<file path="src/rtl/riscv_pkg.sv">
// Shared core constants: GPIO window base and register offsets.
// The load-data mux splits its address space on the same GPIO_BASE.
package riscv_pkg;

    localparam int GPIO_BASE = 4096;

    localparam logic [4:0] GPIO_OFS_DOUT = 5'h00;
    localparam logic [4:0] GPIO_OFS_DIR  = 5'h04;
    localparam logic [4:0] GPIO_OFS_DIN  = 5'h08;
    localparam logic [4:0] GPIO_OFS_IEN  = 5'h0C;
    localparam logic [4:0] GPIO_OFS_PEND = 5'h10;
    localparam logic [4:0] GPIO_OFS_TGL  = 5'h14;

    // Word index within the 32-byte window; slots 6 and 7 are reserved.
    typedef enum logic [2:0] {
        GPIO_REG_DOUT = GPIO_OFS_DOUT[4:2],
        GPIO_REG_DIR  = GPIO_OFS_DIR[4:2],
        GPIO_REG_DIN  = GPIO_OFS_DIN[4:2],
        GPIO_REG_IEN  = GPIO_OFS_IEN[4:2],
        GPIO_REG_PEND = GPIO_OFS_PEND[4:2],
        GPIO_REG_TGL  = GPIO_OFS_TGL[4:2],
        GPIO_REG_RSV6 = 3'd6,
        GPIO_REG_RSV7 = 3'd7
    } gpio_reg_e;

endpackage

</file>
<file path="src/rtl/sync_2ff.sv">
// Two-flop synchroniser for asynchronous inputs into the core clock domain.
module sync_2ff #(
    parameter int WIDTH = 1
) (
    input  logic             clk,
    input  logic             rst_n,
    input  logic [WIDTH-1:0] d_i,
    output logic [WIDTH-1:0] q_o
);

    logic [WIDTH-1:0] r_meta;
    logic [WIDTH-1:0] r_sync;

    always_ff @(posedge clk or negedge rst_n) begin
        if (!rst_n) begin
            r_meta <= '0;
            r_sync <= '0;
        end else begin
            r_meta <= d_i;
            r_sync <= r_meta;
        end
    end

    assign q_o = r_sync;

endmodule

</file>
<file path="src/rtl/gpio_ctrl.sv">
// Memory-mapped GPIO peripheral: output/direction/interrupt registers,
// pin synchronisation with rising-edge capture, and registered read data.
module gpio_ctrl
    import riscv_pkg::*;
#(
    parameter int AW        = 32,
    parameter int DW        = 32,
    parameter int BASE_ADDR = GPIO_BASE,
    parameter int GPIO_W    = 8
) (
    input  logic              clk,
    input  logic              rst_n,
    input  logic [AW-1:0]     addr_i,
    input  logic              we_i,
    input  logic [DW-1:0]     wr_data_i,
    output logic [DW-1:0]     rd_data_o,
    input  logic [GPIO_W-1:0] gpio_i,
    output logic [GPIO_W-1:0] gpio_o,
    output logic [GPIO_W-1:0] gpio_oe_o,
    output logic              irq_o
);

    localparam logic [AW-1:0] LP_BASE = AW'(BASE_ADDR);

    logic [GPIO_W-1:0] r_dout;
    logic [GPIO_W-1:0] r_dir;
    logic [GPIO_W-1:0] r_ien;
    logic [GPIO_W-1:0] r_pend;
    logic [GPIO_W-1:0] r_prev;
    logic [DW-1:0]     r_rdata;

    logic              w_hit;
    logic              w_wr_en;
    gpio_reg_e         w_reg;
    logic [GPIO_W-1:0] w_wsel;
    logic [GPIO_W-1:0] w_sync;
    logic [GPIO_W-1:0] w_rise;
    logic [GPIO_W-1:0] w_clr;
    logic [GPIO_W-1:0] w_rsel;
    logic [DW-1:0]     w_rdata;
    logic              w_unused;

    sync_2ff #(
        .WIDTH(GPIO_W)
    ) u_pin_sync (
        .clk  (clk),
        .rst_n(rst_n),
        .d_i  (gpio_i),
        .q_o  (w_sync)
    );

    // The window is 32-byte aligned, so a hit is a match on the upper bits.
    assign w_hit    = (addr_i[AW-1:5] == LP_BASE[AW-1:5]);
    assign w_reg    = gpio_reg_e'(addr_i[4:2]);
    assign w_wr_en  = we_i & w_hit;
    assign w_wsel   = wr_data_i[GPIO_W-1:0];
    assign w_rise   = w_sync & ~r_prev;
    assign w_clr    = (w_wr_en && (w_reg == GPIO_REG_PEND)) ? w_wsel : '0;
    assign w_unused = ^{addr_i[1:0], wr_data_i};

    always_ff @(posedge clk or negedge rst_n) begin
        if (!rst_n) begin
            r_dout <= '0;
            r_dir  <= '0;
            r_ien  <= '0;
        end else if (w_wr_en) begin
            case (w_reg)
                GPIO_REG_DOUT: r_dout <= w_wsel;
                GPIO_REG_DIR:  r_dir  <= w_wsel;
                GPIO_REG_IEN:  r_ien  <= w_wsel;
                GPIO_REG_TGL:  r_dout <= r_dout ^ w_wsel;
                default: ;
            endcase
        end
    end

    // A fresh rising edge beats a same-cycle write-one-to-clear.
    always_ff @(posedge clk or negedge rst_n) begin
        if (!rst_n) begin
            r_prev <= '0;
            r_pend <= '0;
        end else begin
            r_prev <= w_sync;
            r_pend <= (r_pend & ~w_clr) | w_rise;
        end
    end

    always_comb begin
        w_rsel = '0;
        if (w_hit) begin
            case (w_reg)
                GPIO_REG_DOUT: w_rsel = r_dout;
                GPIO_REG_DIR:  w_rsel = r_dir;
                GPIO_REG_DIN:  w_rsel = w_sync;
                GPIO_REG_IEN:  w_rsel = r_ien;
                GPIO_REG_PEND: w_rsel = r_pend;
                default:       w_rsel = '0;
            endcase
        end
        w_rdata = '0;
        w_rdata[GPIO_W-1:0] = w_rsel;
    end

    always_ff @(posedge clk or negedge rst_n) begin
        if (!rst_n) begin
            r_rdata <= '0;
        end else begin
            r_rdata <= w_rdata;
        end
    end

    assign rd_data_o = r_rdata;
    assign gpio_o    = r_dout;
    assign gpio_oe_o = r_dir;
    assign irq_o     = |(r_pend & r_ien);

endmodule

</file>
<file path="config.mk">
export PLATFORM = sky130hd
export DESIGN_NAME = gpio_ctrl
export DESIGN_NICKNAME = d
export VERILOG_FILES = /design/src/rtl/riscv_pkg.sv /design/src/rtl/sync_2ff.sv /design/src/rtl/gpio_ctrl.sv
export SDC_FILE = /design/constraint.sdc
export NUM_CORES = 1
export LEC_CHECK = 0
export ABC_AREA = 1
export BUFFER_PORTS_ARGS = -buffer_cell sky130_fd_sc_hd__buf_2
export CAP_MARGIN = 30
export CELL_PAD_IN_SITES_DETAIL_PLACEMENT = 1
export CELL_PAD_IN_SITES_GLOBAL_PLACEMENT = 1
export CORE_ASPECT_RATIO = 0.6
export CORE_MARGIN = 5
export CORE_UTILIZATION = 35
export CTS_CLUSTER_SIZE = 8
export DETAILED_ROUTE_END_ITERATION = 16
export PLACE_DENSITY = 0.91
export SYNTH_ARGS = -nofsm -noshare
export SYNTH_HDL_FRONTEND = slang
export SYNTH_SLANG_ARGS = --single-unit
</file>
<file path="constraint.sdc">
create_clock -name clk -period 1.17 [get_ports clk]
set_input_delay 0 -clock clk [delete_from_list [all_inputs] [get_ports clk]]
set_output_delay 0 -clock clk [all_outputs]
set_load 0.03 [all_outputs]
</file>
==> flow_results.xml <==
<?xml version="1.0" encoding="UTF-8"?>
<metrics>
  <group name="outcome">
    <metric name="outcome" unit="">complete, but fails checks</metric>
    <metric name="violations_in_the_final_reports" unit="">setup timing</metric>
  </group>
  <group name="clock_tree">
    <metric name="cts-buffers-inserted" unit="">9</metric>
    <metric name="clock-root-buffer" unit="">sky130_fd_sc_hd__clkbuf_16</metric>
    <metric name="cts.clk_slew.worst_paths" unit="ps">50</metric>
    <metric name="clock_sink_count" unit="">64</metric>
    <metric name="cts_max_path_buffers" unit="">2</metric>
    <metric name="worst_skew_pair.late_latency" unit="ps">330</metric>
    <metric name="tritoncts" unit="">yes</metric>
    <metric name="h_tree_depth" unit="">3</metric>
  </group>
  <group name="timing">
    <metric name="max_freq" unit="MHz">729</metric>
    <metric name="timing.final.max_slew_violations" unit="">0</metric>
    <metric name="setup_viol_count_final" unit="">1</metric>
    <metric name="rsz0062_at_grt" unit="">true</metric>
    <metric name="setup_slack" unit="ps">-202</metric>
    <metric name="timing.final.crit_share" unit="">1.17</metric>
    <metric name="hold_viol" unit="">0</metric>
    <metric name="minimum_period_implied_by_the_final_worst_setup_slack" unit="ps">1370</metric>
    <metric name="clk_skew" unit="ps">5.87</metric>
  </group>
  <group name="synth">
    <metric name="post_synth_most_frequent_cells" unit="">sky130_fd_sc_hd__nand2_1, sky130_fd_sc_hd__dfrtp_1, sky130_fd_sc_hd__inv_1</metric>
    <metric name="synthMostInstantiatedCell" unit="">sky130_fd_sc_hd__nand2_1</metric>
    <metric name="syn_inst" unit="">323</metric>
    <metric name="ys.flop_type" unit="">sky130_fd_sc_hd__dfrtp_1</metric>
    <metric name="synth_top_area_frac" unit="">0.539</metric>
    <metric name="yosys_warnings" unit="">0</metric>
    <metric name="synth_edf_count" unit="">0</metric>
    <metric name="number_of_synthesized_register_bits" unit="">64</metric>
    <metric name="synthDominantAreaCellType" unit="">sky130_fd_sc_hd__dfrtp_1</metric>
    <metric name="post_synth_instance_area" unit="um^2">2970</metric>
    <metric name="async_flop_share" unit="">1.00</metric>
    <metric name="yosysSeqAreaShare" unit="">0.539</metric>
    <metric name="avgSynthCellArea" unit="um^2">9.20</metric>
    <metric name="synth_top_cells_by_area" unit="">sky130_fd_sc_hd__dfrtp_1, sky130_fd_sc_hd__nand2_1, sky130_fd_sc_hd__buf_4</metric>
    <metric name="yosysUniqueCellTypes" unit="">25</metric>
  </group>
  <group name="placed_design">
    <metric name="routabilityCongestion" unit="">0.914</metric>
    <metric name="dp_hpwl" unit="um">6860</metric>
    <metric name="io_buffers" unit="">73</metric>
  </group>
  <group name="setup_path">
    <metric name="cp_data_arrival_time" unit="ps">1370</metric>
    <metric name="worst_r2r_startpoint" unit="">r_pend[7]$_DFF_PN0_</metric>
    <metric name="timing.reg2reg.worst_path_depth" unit="">6</metric>
    <metric name="worst-endpoint-required" unit="ps">1170</metric>
    <metric name="setup.worst_path.start" unit="">r_pend[7]$_DFF_PN0_</metric>
    <metric name="rrSetupSlack" unit="ps">10</metric>
    <metric name="type_of_element_launching_the_critical_path" unit="">flip-flop</metric>
    <metric name="timing.rr.end" unit="">rd_data_o[7]$_DFF_PN0_</metric>
    <metric name="critical_path.endpoint_type" unit="">output port</metric>
    <metric name="cp_max_fo" unit="">2</metric>
    <metric name="criticalPathCategory" unit="">reg -&gt; out</metric>
  </group>
  <group name="power_and_ir_drop">
    <metric name="power_per_cell_area" unit="nW/um^2">1400</metric>
    <metric name="worst_ir_drop_vdd" unit="V">0.000895</metric>
    <metric name="design_power_total" unit="uW">5590</metric>
    <metric name="total_leakage_power" unit="uW">0.00204</metric>
  </group>
  <group name="global_route">
    <metric name="first_global_vias" unit="">2750</metric>
    <metric name="grt_start_max_net_pins" unit="">65</metric>
    <metric name="grt_pass1_wl" unit="um">14300</metric>
    <metric name="global_route.usage.total" unit="">0.183</metric>
    <metric name="antenna_found_initial" unit="">0</metric>
    <metric name="grt-ovfl-total" unit="">0</metric>
  </group>
  <group name="min_path">
    <metric name="timing.hold.worst_endpoint" unit="">r_pend[3]$_DFF_PN0_</metric>
    <metric name="hold_depth" unit="">4</metric>
    <metric name="holdCritStartpoint" unit="">wr_data_i[3]</metric>
    <metric name="holdCritPathClass" unit="">in -&gt; reg</metric>
  </group>
  <group name="floorplanning">
    <metric name="die_width" unit="um">129</metric>
    <metric name="placeableCoreArea" unit="um^2">8390</metric>
    <metric name="std_cell_rows" unit="">26</metric>
    <metric name="i_o_pins" unit="">124</metric>
    <metric name="die_h" unit="um">81.4</metric>
    <metric name="floorplan.initialDensity" unit="">0.354</metric>
    <metric name="die_area" unit="um^2">10500</metric>
  </group>
  <group name="drt">
    <metric name="drtAntennaViolNets" unit="">0</metric>
    <metric name="detail_routed_via_count_per_cell" unit="">4.64</metric>
    <metric name="postRouteWirelength" unit="um">8800</metric>
    <metric name="first_iter_violations" unit="">128</metric>
    <metric name="routed-via-count" unit="">2536</metric>
    <metric name="drtPass1Iterations" unit="">4</metric>
    <metric name="wire_per_inst" unit="um">16.1</metric>
    <metric name="drt_drc_violations_left" unit="">0</metric>
  </group>
  <group name="final_layout">
    <metric name="utilization" unit="">0.476</metric>
    <metric name="area_growth_syn_to_layout" unit="%">34.5</metric>
    <metric name="num-fill-cells" unit="">982</metric>
    <metric name="layout.nets" unit="">506</metric>
    <metric name="post_route_cells_drive_above_1_share" unit="">0.338</metric>
    <metric name="antennaDiodeCount" unit="">0</metric>
  </group>
  <group name="flow_run">
    <metric name="cap_violations" unit="">0</metric>
  </group>
</metrics>
[worst max path at each step]
stage                     cells after the start               endpoint  slack (ps)
final                                         5                  irq_o        -200
after global routing                          5                  irq_o        -260
after CTS                                     5                  irq_o        -200
after detailed placement                      8   r_ien[1]$_DFFE_PN0P_        -200
after global placement                        9   r_ien[6]$_DFFE_PN0P_         -80
after floorplan                               4  gpio_o[2]$_DFFE_PN0P_          90
[power breakdown]
| group | total (uW) | switching, uW | internal [uW] |
|---|---|---|---|
| clock | 2850 | 888 | 1960 |
| combinational | 457 | 312 | 145 |
| sequential | 2280 | 18.4 | 2260 |
[state kept, by name, indices dropped and copies added (netlist names)]
signal	flops
gpio_o	8
gpio_oe_o	8
r_ien	8
r_pend	8
r_prev	8
rd_data_o	8
u_pin_sync.q_o	8
u_pin_sync.r_meta	8
[kinds of logic after synthesis]
| family | synth area share |
|---|---|
| XOR/XNOR | 0.0236 |
| buffers and inverters | 0.129 |
| AO/OA/AOI/OAI | 0.104 |
| flip-flops | 0.539 |
| AND/OR/NAND/NOR | 0.203 |
| other | 0.00126 |
[routing by layer]
layer	vias up	share of wire	track usage
li1	1199	-	-
met1	1239	0.44	0.236
met2	82	0.47	0.295
met3	16	0.070	0.0558
met4	0	0.016	0.0608
met5	-	0	0
[worst max-delay path, cell delays in order (launching register included)]
cell                       delay (ps)
sky130_fd_sc_hd__dfrtp_1          400
sky130_fd_sc_hd__inv_2             90
sky130_fd_sc_hd__o22ai_4           90
sky130_fd_sc_hd__a221oi_2         190
sky130_fd_sc_hd__nand2_1          120
sky130_fd_sc_hd__buf_6            160
[placed cells by master, fill, tap and decap left out]
cell type | Yosys | routed
sky130_fd_sc_hd__nor2_1 | 29 | 29
sky130_fd_sc_hd__nor2_2 | 1 | 1
sky130_fd_sc_hd__inv_2 | 2 | 10
sky130_fd_sc_hd__a211oi_1 | 1 | 1
sky130_fd_sc_hd__clkbuf_16 | 0 | 9
sky130_fd_sc_hd__dfrtp_1 | 64 | 64
sky130_fd_sc_hd__nand3_2 | 3 | 2
sky130_fd_sc_hd__buf_4 | 26 | 19
sky130_fd_sc_hd__buf_6 | 3 | 1
sky130_fd_sc_hd__buf_12 | 0 | 2
sky130_fd_sc_hd__nor2_4 | 1 | 1
sky130_fd_sc_hd__o21ai_2 | 17 | 17
sky130_fd_sc_hd__buf_2 | 3 | 72
sky130_fd_sc_hd__o22ai_4 | 0 | 2
sky130_fd_sc_hd__o21ai_0 | 12 | 12
sky130_fd_sc_hd__clkbuf_1 | 0 | 1
sky130_fd_sc_hd__clkinv_2 | 0 | 1
sky130_fd_sc_hd__inv_1 | 35 | 27
sky130_fd_sc_hd__nand4_1 | 15 | 15
sky130_fd_sc_hd__a21oi_1 | 6 | 6
sky130_fd_sc_hd__nand2_1 | 79 | 79
sky130_fd_sc_hd__nor3_1 | 3 | 3
sky130_fd_sc_hd__dlygate4sd3_1 | 0 | 12
sky130_fd_sc_hd__xor2_1 | 8 | 8
sky130_fd_sc_hd__bufinv_16 | 0 | 2
sky130_fd_sc_hd__o22ai_1 | 6 | 4
sky130_fd_sc_hd__or2_2 | 2 | 2
sky130_fd_sc_hd__a221oi_2 | 0 | 2
sky130_fd_sc_hd__conb_1 | 1 | 24
sky130_fd_sc_hd__a22o_1 | 1 | 1
sky130_fd_sc_hd__clkbuf_8 | 0 | 2
sky130_fd_sc_hd__nand3_1 | 2 | 2
sky130_fd_sc_hd__nand3_4 | 1 | 2
[area by class of cell]
type / count / area, um^2 / area share
Clock inverter: 3 / 65.1 / 0.0163
Multi-Input combinational cell: 213 / 1120 / 0.280
Inverter: 37 / 139 / 0.0348
Sequential cell: 64 / 1600 / 0.401
Tap cell: 112 / 140 / 0.0351
Timing Repair Buffer: 106 / 674 / 0.169
Clock buffer: 12 / 256 / 0.0642
[stage by stage]
stage	TNS [ps]	cells	cell area (um^2)	hold WS [ps]	setup WS, ps
6_report	-202	547	4000	35.8	-202
5_1_grt	-291	547	4000	44.2	-264
4_1_cts	-197	545	3970	19.9	-197
3_5_place_dp	-3940	514	3460	40.7	-205
3_3_place_gp	-1500	514	3460	33.2	-77.9
2_1_floorplan	0	346	3060	-296	86.9
[repair_timing]
action,4_1_cts,5_1_grt
hold buffers,12,0
pin swaps,3,2
buffers inserted,4,2
gates resized for setup,16,1
endpoints found under the hold margin,75,0
setup endpoints to repair,1,3
No activity file was read; power rests on OpenSTA's default activity.
